--- config.mk ---
export PLATFORM = sky130hd
export DESIGN_NAME = ipa_ctx_sched
export DESIGN_NICKNAME = d
export VERILOG_FILES = /design/src/rtl/ipa_sched_pkg.sv /design/src/rtl/ipa_rr_arbiter.sv /design/src/rtl/ipa_ctx_sched.sv
export SDC_FILE = /design/constraint.sdc
export NUM_CORES = 1
export LEC_CHECK = 0
export CORE_ASPECT_RATIO = 0.8
export CORE_MARGIN = 2
export CORE_UTILIZATION = 40
export CTS_BUF_LIST = sky130_fd_sc_hd__clkbuf_2 sky130_fd_sc_hd__clkbuf_4 sky130_fd_sc_hd__clkbuf_8
export CTS_CLUSTER_DIAMETER = 120
export DETAILED_ROUTE_END_ITERATION = 10
export PLACE_DENSITY = 0.8
export SLEW_MARGIN = 10
export SYNTH_ARGS = -nofsm -noshare
export SYNTH_HDL_FRONTEND = slang
export SYNTH_SLANG_ARGS = --single-unit
--- constraint.sdc ---
create_clock -name Clk -period 5 [get_ports Clk]
set_clock_uncertainty 0.1 [all_clocks]
set_input_delay 1.5 -clock Clk [delete_from_list [all_inputs] [get_ports Clk]]
set_output_delay 1.5 -clock Clk [all_outputs]
set_load 0.01 [all_outputs]
--- src/rtl/ipa_sched_pkg.sv ---
// rtl/ipa_sched_pkg.sv - shared types and helpers for the IPA context-launch scheduler
// Purpose: state encoding, default config-ID width and timeout counter sizing
//          used by ipa_ctx_sched and its arbiter.
// Ports:   none (package).
package ipa_sched_pkg;

   typedef enum logic [2:0] {
      ST_IDLE   = 3'd0,
      ST_LAUNCH = 3'd1,
      ST_LOAD   = 3'd2,
      ST_EXEC   = 3'd3,
      ST_DONE   = 3'd4
   } sched_state_t;

   localparam int IPA_ID_WIDTH = 5;

   // The load counter only has to reach timeout-1, so clog2 of the timeout is enough.
   function automatic int tmo_cnt_width(input int timeout);
      return (timeout > 1) ? $clog2(timeout) : 1;
   endfunction

endpackage

--- src/rtl/ipa_rr_arbiter.sv ---
// rtl/ipa_rr_arbiter.sv - combinational round-robin arbiter
// Purpose: picks the first active request starting at ptr and walking upward
//          cyclically; ptr is the highest-priority index.
// Ports:   req    - request vector
//          ptr    - current highest-priority index (register lives in the parent)
//          en     - arbitration enable; gnt is all zero when low
//          gnt    - one-hot grant
//          winner - index of the granted request (0 when nothing is granted)
module ipa_rr_arbiter
   import ipa_sched_pkg::*;
#(
   parameter int  NB_REQ = 4,
   localparam int IDX_W  = $clog2(NB_REQ)
) (
   input  logic [NB_REQ-1:0] req,
   input  logic [IDX_W-1:0]  ptr,
   input  logic              en,
   output logic [NB_REQ-1:0] gnt,
   output logic [IDX_W-1:0]  winner
);

   logic             found;
   logic [IDX_W-1:0] idx;

   always_comb begin
      gnt    = '0;
      winner = '0;
      found  = 1'b0;
      idx    = '0;
      for (int i = 0; i < NB_REQ; i++) begin
         idx = IDX_W'((int'(ptr) + i) % NB_REQ);
         if (en && !found && req[idx]) begin
            found    = 1'b1;
            gnt[idx] = 1'b1;
            winner   = idx;
         end
      end
   end

endmodule

--- src/rtl/ipa_ctx_sched.sv ---
// rtl/ipa_ctx_sched.sv - context-launch scheduler in front of the IPA context DMA
// Purpose: arbitrates kernel launch requests, starts one context load at a time,
//          tracks it through load and execution and reports completion (or load
//          timeout) to the owning requester.
// Ports:   Clk, Reset            - clock, asynchronous active-low reset
//          req_i/req_id_i/req_addr_i - per-requester launch request, config ID, base address
//          gnt_o                 - one-hot grant pulse
//          done_o/done_id_o/err_o - one-hot completion pulse, its ID, timeout flag
//          fetch_en_o/fetch_id_o/fetch_addr_o - context fetch command to the DMA
//          dma_exec_en_i         - DMA reports the context loaded
//          exec_comp_i           - array reports execution complete
//          busy_o/owner_o        - scheduler busy, index of the current owner
module ipa_ctx_sched
   import ipa_sched_pkg::*;
#(
   parameter int  NB_REQ         = 4,
   parameter int  GCM_ADDR_WIDTH = 9,
   parameter int  ID_WIDTH       = IPA_ID_WIDTH,
   parameter int  LOAD_TIMEOUT   = 1024,
   localparam int IDX_W          = $clog2(NB_REQ),
   localparam int CNT_W          = tmo_cnt_width(LOAD_TIMEOUT)
) (
   input  logic                             Clk,
   input  logic                             Reset,
   input  logic [NB_REQ-1:0]                req_i,
   input  logic [NB_REQ*ID_WIDTH-1:0]       req_id_i,
   input  logic [NB_REQ*GCM_ADDR_WIDTH-1:0] req_addr_i,
   output logic [NB_REQ-1:0]                gnt_o,
   output logic [NB_REQ-1:0]                done_o,
   output logic [ID_WIDTH-1:0]              done_id_o,
   output logic                             err_o,
   output logic                             fetch_en_o,
   output logic [ID_WIDTH-1:0]              fetch_id_o,
   output logic [GCM_ADDR_WIDTH-1:0]        fetch_addr_o,
   input  logic                             dma_exec_en_i,
   input  logic                             exec_comp_i,
   output logic                             busy_o,
   output logic [IDX_W-1:0]                 owner_o
);

   localparam logic [CNT_W-1:0] TMO_LAST = CNT_W'(LOAD_TIMEOUT - 1);

   sched_state_t            state_q, state_d;
   logic [IDX_W-1:0]        ptr_q, owner_q, winner;
   logic [CNT_W-1:0]        cnt_q;
   logic                    err_q;
   logic [ID_WIDTH-1:0]     id_q;
   logic [GCM_ADDR_WIDTH-1:0] addr_q;
   logic [NB_REQ-1:0]       arb_gnt;
   logic                    arb_en, take, tmo_hit;

   // Grant is the only output that follows an input combinationally; it is
   // held off while Reset is asserted so every output reads zero in reset.
   assign arb_en  = (state_q == ST_IDLE) && Reset;
   assign take    = |arb_gnt;
   assign tmo_hit = (cnt_q == TMO_LAST);

   ipa_rr_arbiter #(.NB_REQ(NB_REQ)) u_arb (
      .req    (req_i),
      .ptr    (ptr_q),
      .en     (arb_en),
      .gnt    (arb_gnt),
      .winner (winner)
   );

   always_ff @(posedge Clk or negedge Reset) begin
      if (!Reset) state_q <= ST_IDLE;
      else        state_q <= state_d;
   end

   always_comb begin
      state_d    = state_q;
      gnt_o      = arb_gnt;
      busy_o     = (state_q != ST_IDLE);
      fetch_en_o = 1'b0;
      done_o     = '0;
      done_id_o  = '0;
      err_o      = 1'b0;
      case (state_q)
         ST_IDLE: begin
            if (take) state_d = ST_LAUNCH;
         end
         ST_LAUNCH: begin
            fetch_en_o = 1'b1;
            state_d    = ST_LOAD;
         end
         ST_LOAD: begin
            // Exec-enable takes priority over a timeout landing in the same cycle.
            if (dma_exec_en_i)  state_d = exec_comp_i ? ST_DONE : ST_EXEC;
            else if (tmo_hit)   state_d = ST_DONE;
         end
         ST_EXEC: begin
            if (exec_comp_i) state_d = ST_DONE;
         end
         ST_DONE: begin
            done_o    = NB_REQ'(1) << owner_q;
            done_id_o = id_q;
            err_o     = err_q;
            state_d   = ST_IDLE;
         end
         default: state_d = ST_IDLE;
      endcase
   end

   always_ff @(posedge Clk or negedge Reset) begin
      if (!Reset) begin
         ptr_q   <= '0;
         owner_q <= '0;
         cnt_q   <= '0;
         err_q   <= 1'b0;
         id_q    <= '0;
         addr_q  <= '0;
      end else begin
         case (state_q)
            ST_IDLE: begin
               if (take) begin
                  owner_q <= winner;
                  id_q    <= req_id_i[winner*ID_WIDTH +: ID_WIDTH];
                  addr_q  <= req_addr_i[winner*GCM_ADDR_WIDTH +: GCM_ADDR_WIDTH];
               end
            end
            ST_LAUNCH: begin
               cnt_q <= '0;
               err_q <= 1'b0;
            end
            ST_LOAD: begin
               cnt_q <= cnt_q + 1'b1;
               if (!dma_exec_en_i && tmo_hit) err_q <= 1'b1;
            end
            ST_DONE: begin
               ptr_q <= (owner_q == IDX_W'(NB_REQ - 1)) ? '0 : owner_q + 1'b1;
            end
            default: ;
         endcase
      end
   end

   assign fetch_id_o   = id_q;
   assign fetch_addr_o = addr_q;
   assign owner_o      = owner_q;

endmodule
# [Word level (Yosys, flattened, before mapping)]
# Cells that the tools add are included.
# W data, S select, Z words.
[totals] in_bits=64 reg_bits=32
[op_classes] magnitude_cmp=8 mux=41 n_shift=3 reduce_logical=24 bitwise_logic=3 multipliers=2 eq_ne=10 n_addsub=5
[op_table] operator="$shiftx A36 B7 Y9" n=1
[op_table] operator="$mux W4" n=5
[op_table] operator="$pmux W10 S2" n=1
[op_table] operator="$shiftx A20 B6 Y5" n=1
[op_table] operator="$mux W3" n=5
[op_table] operator="$mux W1" n=14
[op_table] operator="$logic_and A1 B1 Y1" n=13
[op_table] operator="$lt A2 B3 Y1 const B" n=4
[op_table] operator="$or A4 B4 Y4" n=3
[op_table] operator="$pmux W3 S4" n=1
[op_table] operator="$add A10 B1 Y10 const B" n=1
[op_table] operator="$eq A10 B10 Y1 const B" n=1
[op_table] operator="$mux W2" n=5
[op_table] operator="$bmux W1 S2" n=4
[op_table] operator="$demux W1 S2" n=4
[op_table] operator="$ge A2 B1 Y1 const B" n=4
[op_table] operator="$eq A3 B2 Y1 const B" n=2
[op_table] operator="$mul A2 B4 Y6 const B" n=1
[op_table] operator="$ne A2 B2 Y1 const B" n=3
[op_table] operator="$mul A2 B3 Y5 const B" n=1
[op_table] operator="$mux W5" n=1
[op_table] operator="$add A2 B1 Y2 const B" n=2
[op_table] operator="$add A2 B2 Y2 const B" n=2
[op_table] operator="$logic_not A1 Y1" n=4
[op_table] operator="12 further kinds" n=13

# [Longest topological paths before layout]
# Gate-level depths: netlist of the first run.
[depth] word_depth=19 mapped_depth=12 ltp_nobuf=9

# [Modules after synthesis]
# Synthesis of the first run repeated with hierarchy kept, for this count alone.
[hier_totals] cells_unflattened=216 hier_area_um2=2463.6
[by_module_without_submodules] module="ipa_ctx_sched" n_inst=1 area_each_um2=1931.9 cells_each=153 seq_area_each_um2=800.8
[by_module_without_submodules] module="ipa_rr_arbiter" n_inst=1 area_each_um2=531.8 cells_each=63 seq_area_each_um2=0.0

# [Worst setup path after synthesis of the first run]
# OpenSTA, ideal clock, no wires.
[synth_path] path_kind="input to output" start="input req_i[1]" end="output gnt_o[0]" stages=4 required_ns=3.400 path_buffers=0 arrival_time_ns=2.947 slack_ns=0.453 path_cell_list="mux4_2 nand2b_1 nor4_1 a221o_1"
[synth_between] elab_chain_cells=16
[synth_lines] element="start: declaration" line="ipa_ctx_sched.sv:25" text="input logic [NB_REQ-1:0] req_i,"
[synth_lines] element="$bmux W1 S2" line="ipa_rr_arbiter.sv:32" text="if (en && !found && req[idx]) begin"
[synth_lines] element="$mux W1 (implied by the code)" line="ipa_rr_arbiter.sv:32"
[synth_lines] element="$logic_and A1 B1 Y1" line="ipa_rr_arbiter.sv:32"
[synth_lines] element="$mux W1" line="ipa_rr_arbiter.sv:32"
[synth_lines] element="$logic_not A1 Y1" line="ipa_rr_arbiter.sv:32"
[synth_lines] element="$logic_and A1 B1 Y1 (2 in a row)" line="ipa_rr_arbiter.sv:32"
[synth_lines] element="$mux W1" line="ipa_rr_arbiter.sv:32"
[synth_lines] element="$logic_not A1 Y1" line="ipa_rr_arbiter.sv:32"
[synth_lines] element="$logic_and A1 B1 Y1 (2 in a row)" line="ipa_rr_arbiter.sv:32"
[synth_lines] element="$mux W1" line="ipa_rr_arbiter.sv:32"
[synth_lines] element="$logic_not A1 Y1" line="ipa_rr_arbiter.sv:32"
[synth_lines] element="$logic_and A1 B1 Y1 (2 in a row)" line="ipa_rr_arbiter.sv:32"
[synth_lines] element="$mux W4 (*)" line="ipa_rr_arbiter.sv:32"
[synth_lines] element="end: declaration" line="ipa_ctx_sched.sv:28" text="output logic [NB_REQ-1:0] gnt_o,"
# Every way passes the cells marked *; elsewhere a longest branch is shown, timed or not. The select of a mux whose other input is x is not followed.

# [Worst setup path in the final report of the first run]
[layout_path] start="input req_i[3]" end="output gnt_o[0]"
# The elaborated chain is that of the path after synthesis.

==> key figures, run 1 <==
Run status
  – Outcome: completed

Critical path
  – Critical Path AT: 3320 ps
  – Crit Path Max Fanout: 5
  – CP endpoint kind: primary output
  – Startpoint types: input port
  – Worst R2R Path Depth: 10
  – Critical path required time: 3400 ps
  – Critical path type: input port to primary output

Logic synthesis
  – Post-synthesis sequential area ratio: 0.3311
  – Synth area leaders: dfrtp_1 33%, mux2i_1 19%, ha_1 6.7%, mux2_2 4.7%, mux2_4 3.7%
  – Most common cell in the synthesized netlist: mux2i_1
  – Yosys reg bits: 32
  – Ys Warns: 0
  – Post-synth ARST share: 1.000
  – Post-Syn Area: 2419 um^2
  – Syn Inst Count: between 200 and 250
  – Mapped Nets: ~300
  – Synth top cells by count: 46 x mux2i_1, 32 x dfrtp_1, 17 x nand2_1
  – Synth unique cells: 39
  – Yosys top cell area share: 0.3311
  – Top_reg_cell synth: dfrtp_1
  – Number of synthesized flops with an enable pin: 0
  – Post-Syn Area per Cell: 10.47 um^2
  – Dominant cell type by area after synthesis: dfrtp_1

Power and ir drop
  – Pwr/cell area: 509.8 nW/um^2
  – Int Power: about 1.1 mW
  – Combinational power share: 0.656
  – Worst IR Drop VDD: 0.0002048 V
  – Sw power: 737.6 uW
  – Clock Power Share: 0.101
  – Flop pwr share: 0.243
  – Switching part of the total: 0.4008
  – Pleak: 1.776 nW

Drt
  – Total routed wirelength: 6.646 mm
  – Via count: 2,186
  – Initial DRC Count: between 90 and 100
  – Post-DR vias/cell: 5.242
  – Routed WL per cell: 15.94 um
  – Post-route ant nets: 0
  – Drt pass-1 iters: 4
  – # DRC: 0

Place
  – Post-DP HPWL: slightly above 5 mm
  – IO buf count: 95
  – Area post-placement: 3492 um^2
  – Final GP Congestion: 0.8677

Global routing
  – First-pass GRT wire length: ~11 mm
  – Vias in the first global route: ~2,200
  – Largest net degree at the start of global routing: 33
  – Grt total ovfl: 0
  – Initial antenna violation count: 0
  – Total GRT Usage: 0.2034

Clocking
  – CTS tree: done
  – Root Buffer: clkbuf_8
  – Clock net sink count: 32
  – Skew-Pair Late Insertion Delay: 280 ps
  – Clock Tree Buf Depth: 2
  – CTS clk-pin slew, worst paths: 60 ps
  – Htree depth: 2
  – CTS Buf Count: 5

Job
  – Max-cap viol count: 0

Min path
  – Cells on Worst Hold Path: 1
  – Worst Hold Class: flip-flop to flip-flop

STA
  – Max Slew Vio Count: 0
  – Min Tclk post-route: 4924 ps
  – Slew HR: 0.1865
  – Final setup vio count: 0
  – Actual slew at the worst max-slew pin: 1218 ps
  – Achievable frequency: 203.1 MHz
  – Fin crit share: 0.9848
  – RSZ-0062 raised after global routing: false
  – Final hold vios: 0

Final layout
  – Final nets: 413
  – # diodes: 0
  – Share of cells above drive strength 1: 0.1577
  – P&R area growth vs syn: 49.25%
  – Filler instances: 501
  – Final Core Density: 0.6138
  – Finished layout cell area: ~3600 um^2
  – Multi-input gate area in the final layout: 1549 um^2
  – Reg area: ~800 um^2

Floorplanning
  – Die H: 73.55 um
  – Die area: 6688 um^2
  – Die Wd: between 90 and 100 um
  – Core Box Area: 5881 um^2
  – Site Rows: 25
  – Initial Utilization: 0.4113
  – I/O pin cnt: between 90 and 100
==> per-stage QoR <==
step / TNS [ps] / setup WS, ps / hold WS [ps] / power, mW / instances
floorplan: 0 / 453.2 / 344.8 / 1.216 / 231
global placement: -1988 / -499.2 / 370.8 / 1.585 / 408
detailed placement: -2324 / -593.9 / 374.0 / 1.620 / 408
CTS: 0 / 8.718 / 384.0 / 1.825 / 416
global route: 0 / 19.09 / 408.4 / 1.966 / 417
finish: 0 / 75.81 / 384.7 / 1.840 / 417
==> sequential cells by signal, summed over array words and instances (netlist names) <==
name,cells
owner_o,2
ptr_q,2
cnt_q,10
fetch_addr_o,9
state_q,3
err_q,1
fetch_id_o,5
==> worst max-delay path, cell delays in order <==
cell	delay, ps
dlygate4sd2_1	280
mux4_2	480
nand2b_4	170
nor4_4	250
buf_4	150
buf_4	120
a221o_1	150
clkdlybuf4s15_2	220
==> cell families (layout without fill, tap and decap cells) <==
| logic type | Yosys count | count (layout) | share of synthesized area |
|---|---|---|---|
| adders and majority gates | 13 | 13 | 0.06725 |
| DFF | 32 | 32 | 0.3311 |
| AOI/OAI and AO/OA | 32 | 32 | 0.09053 |
| muxes | 66 | 66 | 0.3130 |
| and+or+nand+nor | 69 | 69 | 0.1511 |
| buffers and inverters | 19 | 124 | 0.04707 |
==> power groups by stage <==
stage	sequential, mW	clock (mW)	combinational [mW]
2_1_floorplan	0.461	0	0.755
3_3_place_gp	0.444	0	1.14
5_1_grt	0.461	0.205	1.30
6_report	0.447	0.187	1.21
3_5_place_dp	0.453	0	1.17
4_1_cts	0.448	0.192	1.19
==> cell usage in the layout (no fill, tap or decap), types with 3 or more instances in the layout <==
| master | count |
|---|---|
| a21oi_1 | 10 |
| a221o_1 | 4 |
| and3_1 | 11 |
| buf_4 | 15 |
| clkbuf_8 | 5 |
| clkdlybuf4s50_1 | 87 |
| dfrtp_1 | 32 |
| dlygate4sd2_1 | 3 |
| ha_1 | 13 |
| inv_1 | 7 |
| mux2_2 | 10 |
| mux2_4 | 6 |
| mux2i_1 | 46 |
| mux4_2 | 4 |
| nand2_1 | 17 |
| nand3_1 | 8 |
| nand3b_1 | 4 |
| nor2_1 | 12 |
| nor3_1 | 4 |
| o21ai_0 | 7 |
==> cell type report <==
class | count | area share
multi-input cells | 180 | 0.4291
repair buffers | 110 | 0.2912
flip-flops and latches | 32 | 0.2218
well taps | 81 | 0.02808
clock buffers | 6 | 0.02114
inverters | 7 | 0.007279
clock inverters | 1 | 0.001386
==> path summary, 6_finish.rpt <==
| check | from | slack [ps] | endpoint |
|---|---|---|---|
| max in group asynchronous | Reset | 2900 | cnt_q[9] |
| worst min-delay path | cnt_q[8] | 380 | cnt_q[8] |
| worst max-delay path | req_i[3] | 80 | gnt_o[0] |
| min in group asynchronous | Reset | 1610 | err_q |
| worst min register to register | cnt_q[8] | 380 | cnt_q[8] |
| worst max register to register | ptr_q[1] | 1130 | fetch_id_o[2] |
==> repair_timing <==
| item | in CTS | in global routing |
|---|---|---|
| endpoints found under the setup margin | 4 | 4 |
| resized for setup | 17 | 7 |
| pin swaps | 1 | 2 |
| setup buffers | 1 | 1 |
| hold buffers | 0 | 0 |
==> per-layer routing <==
layer | part of all wire | global-route usage
met1 | 0.46 | 0.2640
met2 | 0.46 | 0.3358
met3 | 0.076 | 0.05949
met4 | 0.0086 | 0.05556
met5 | 0 | 0
Note: power is estimated with default switching activity, not from simulation.
==> run 2: changes to the inputs <==
- CAP_MARGIN: unset -> 20
- CELL_PAD_IN_SITES_DETAIL_PLACEMENT: unset -> 0
- CELL_PAD_IN_SITES_GLOBAL_PLACEMENT: unset -> 1
- CORE_UTILIZATION: 40 -> 34
- PLACE_DENSITY: 0.8 -> 0.88
==> run 2 against run 1 <==
  * Combinational power is essentially flat
  * Sequential cell count is the same
  * Power shrank 1.4%
  * Cell count grew 1.2%
  * Sequential power is essentially flat
  * Register-to-register slack gained 130 ps
  * Global-route usage shrank 3.3 points
  * Clock power grew 2%
  * Sequential share of layout area is essentially flat
  * Wire length shrank 0.35%
  * Clock-buffer cell count is the same
==> key figures, run 2 (synthesis gave the netlist of run 1 again) <==
Final layout
  – Filler instances: between 600 and 700
  – Final nets: 412
  – # diodes: 0
  – Share of cells above drive strength 1: 0.1433
  – Most flops, register: cnt_q
  – Most frequent cells in the layout: 87 x clkdlybuf4s50_1, 46 x mux2i_1, 32 x dfrtp_1
  – Max reg flops: 10
  – Leading cell type in the layout, fill and taps excluded: clkdlybuf4s50_1
  – P&R area growth vs syn: 49.41%

Critical path
  – Critical path required time: ~3400 ps
  – Critical path type: input port to primary output
  – Startpoint types: input port
  – Crit Path Max Fanout: 5
  – CP endpoint kind: primary output
  – Critical Path AT: 3320 ps

Global routing
  – Largest net degree at the start of global routing: 33
  – Grt total ovfl: 0
  – Vias in the first global route: 2,090
  – Total GRT Usage: 0.1699
  – Initial antenna violation count: 0
  – First-pass GRT wire length: 10.70 mm

Clocking
  – Clock Tree Buf Depth: 2
  – Clock net sink count: 32
  – CTS clk-pin slew, worst paths: 70 ps
  – Skew-Pair Late Insertion Delay: 290 ps
  – CTS tree: done
  – CTS Hold Bufs: 0
  – CTS Buf Count: 5
  – Htree depth: 2
  – Root Buffer: clkbuf_8

Drt
  – # DRC: 0
  – Initial DRC Count: 63
  – Post-route ant nets: 0
  – Via count: 2,151
  – Routed WL per cell: 15.69 um
  – Post-DR vias/cell: 5.097
  – Total routed wirelength: 6.623 mm
  – Drt pass-1 iters: 4

STA
  – Min Tclk post-route: 4925 ps
  – Worst setup margin: 75.23 ps
  – Slew HR: 0.4710
  – Final setup vio count: 0
  – Max Slew Vio Count: 0
  – Final setup TNS: 0 ps
  – Final hold vios: 0
  – Fin crit share: 0.9850
  – Achievable frequency: 203.1 MHz
  – Actual slew at the worst max-slew pin: about 770 ps

Floorplanning
  – Initial Utilization: 0.3509
  – Site Rows: 27
  – Core Box Area: 6892 um^2
  – Die area: 7808 um^2
  – Die H: 79.44 um
  – I/O pin cnt: 96
  – Die Wd: 98.30 um

Min path
  – Worst Hold Class: flip-flop to flip-flop

Job
  – Max-cap viol count: 0

Place
  – IO buf count: 95
  – Post-DP HPWL: 5.125 mm
  – Pre-CTS WS: -570.9 ps
  – Final GP Congestion: 0.7813

Power and ir drop
  – Worst IR Drop VDD: between 0.00015 and 0.0002 V
  – Pwr/cell area: 502.4 nW/um^2
  – Pleak: 1.776 nW

Run status
  – Outcome: completed
==> run 2: changes by cell type in the layout (fill, tap and decap cells not counted), sizes merged <==
| cell | delta |
|---|---|
| dlygate4sd2 | +4 |
| clkdlybuf4s15 | -2 |
| buf | -3 |
==> run 2: path summary, 6_finish.rpt <==
check                         start               to  slack, ps  cells after the start
hold reg to reg            cnt_q[8]         cnt_q[8]        380                      1
setup / recovery           req_i[2]         gnt_o[2]         80                      8
min in group asynchronous     Reset         cnt_q[8]       1580                      2
max in group asynchronous     Reset    fetch_id_o[2]       2920                      2
setup reg to reg           ptr_q[1]  fetch_addr_o[6]       1260                     10
hold / removal             cnt_q[8]         cnt_q[8]        380                      1
==> run 2: final cells by class <==
type / instances / area [um^2] / area share
multi-input cells: 180 / 1528 / 0.4228
repair buffers: 109 / 1069 / 0.2957
flip-flops and latches: 32 / 800.8 / 0.2216
well taps: 87 / 108.9 / 0.03012
clock buffers: 6 / 76.32 / 0.02112
inverters: 7 / 26.28 / 0.007271
clock inverters: 1 / 5.005 / 0.001385
==> run 2: per-stage QoR <==
stage                     utilization  power (mW)  cell area (um^2)  hold slack [ps]  cells
after detailed placement       0.5107       1.636              3520            373.1    414
after global routing           0.5243       1.950              3613            413.7    422
after CTS                      0.5234       1.828              3607            382.2    422
after floorplan                     -       1.216              2419            344.8    231
after global placement         0.5067       1.589              3492            366.4    413
final                          0.5243       1.815              3613            379.2    422
==> run 2: where the power goes <==
part / switching (mW) / internal [mW] / leakage (nW)
registers: 0.0872 / 0.359 / 0.405
clock network: 0.0908 / 0.0998 / 0.0445
logic: 0.541 / 0.638 / 1.33
==> run 2: metal layers <==
metal | track usage | wire length [um] | share of wire
met5 | 0 | 0 | 0
met4 | 0.03699 | 58 | 0.0088
met3 | 0.04291 | 436 | 0.066
met2 | 0.2769 | 3004 | 0.45
met1 | 0.2298 | 3123 | 0.47
==> run 2: critical path, stage by stage <==
cell and delay, ps:
dlygate4sd2_1 270, mux4_2 510, buf_4 160, nor4_2 230
buf_4 170, buf_4 110, a221o_1 150, clkdlybuf4s15_2 220
==> run 2: what timing repair did <==
action | CTS | global route
buffers inserted | 1 | 0
gates resized for setup | 11 | 1
endpoints found under the setup margin | 4 | 1
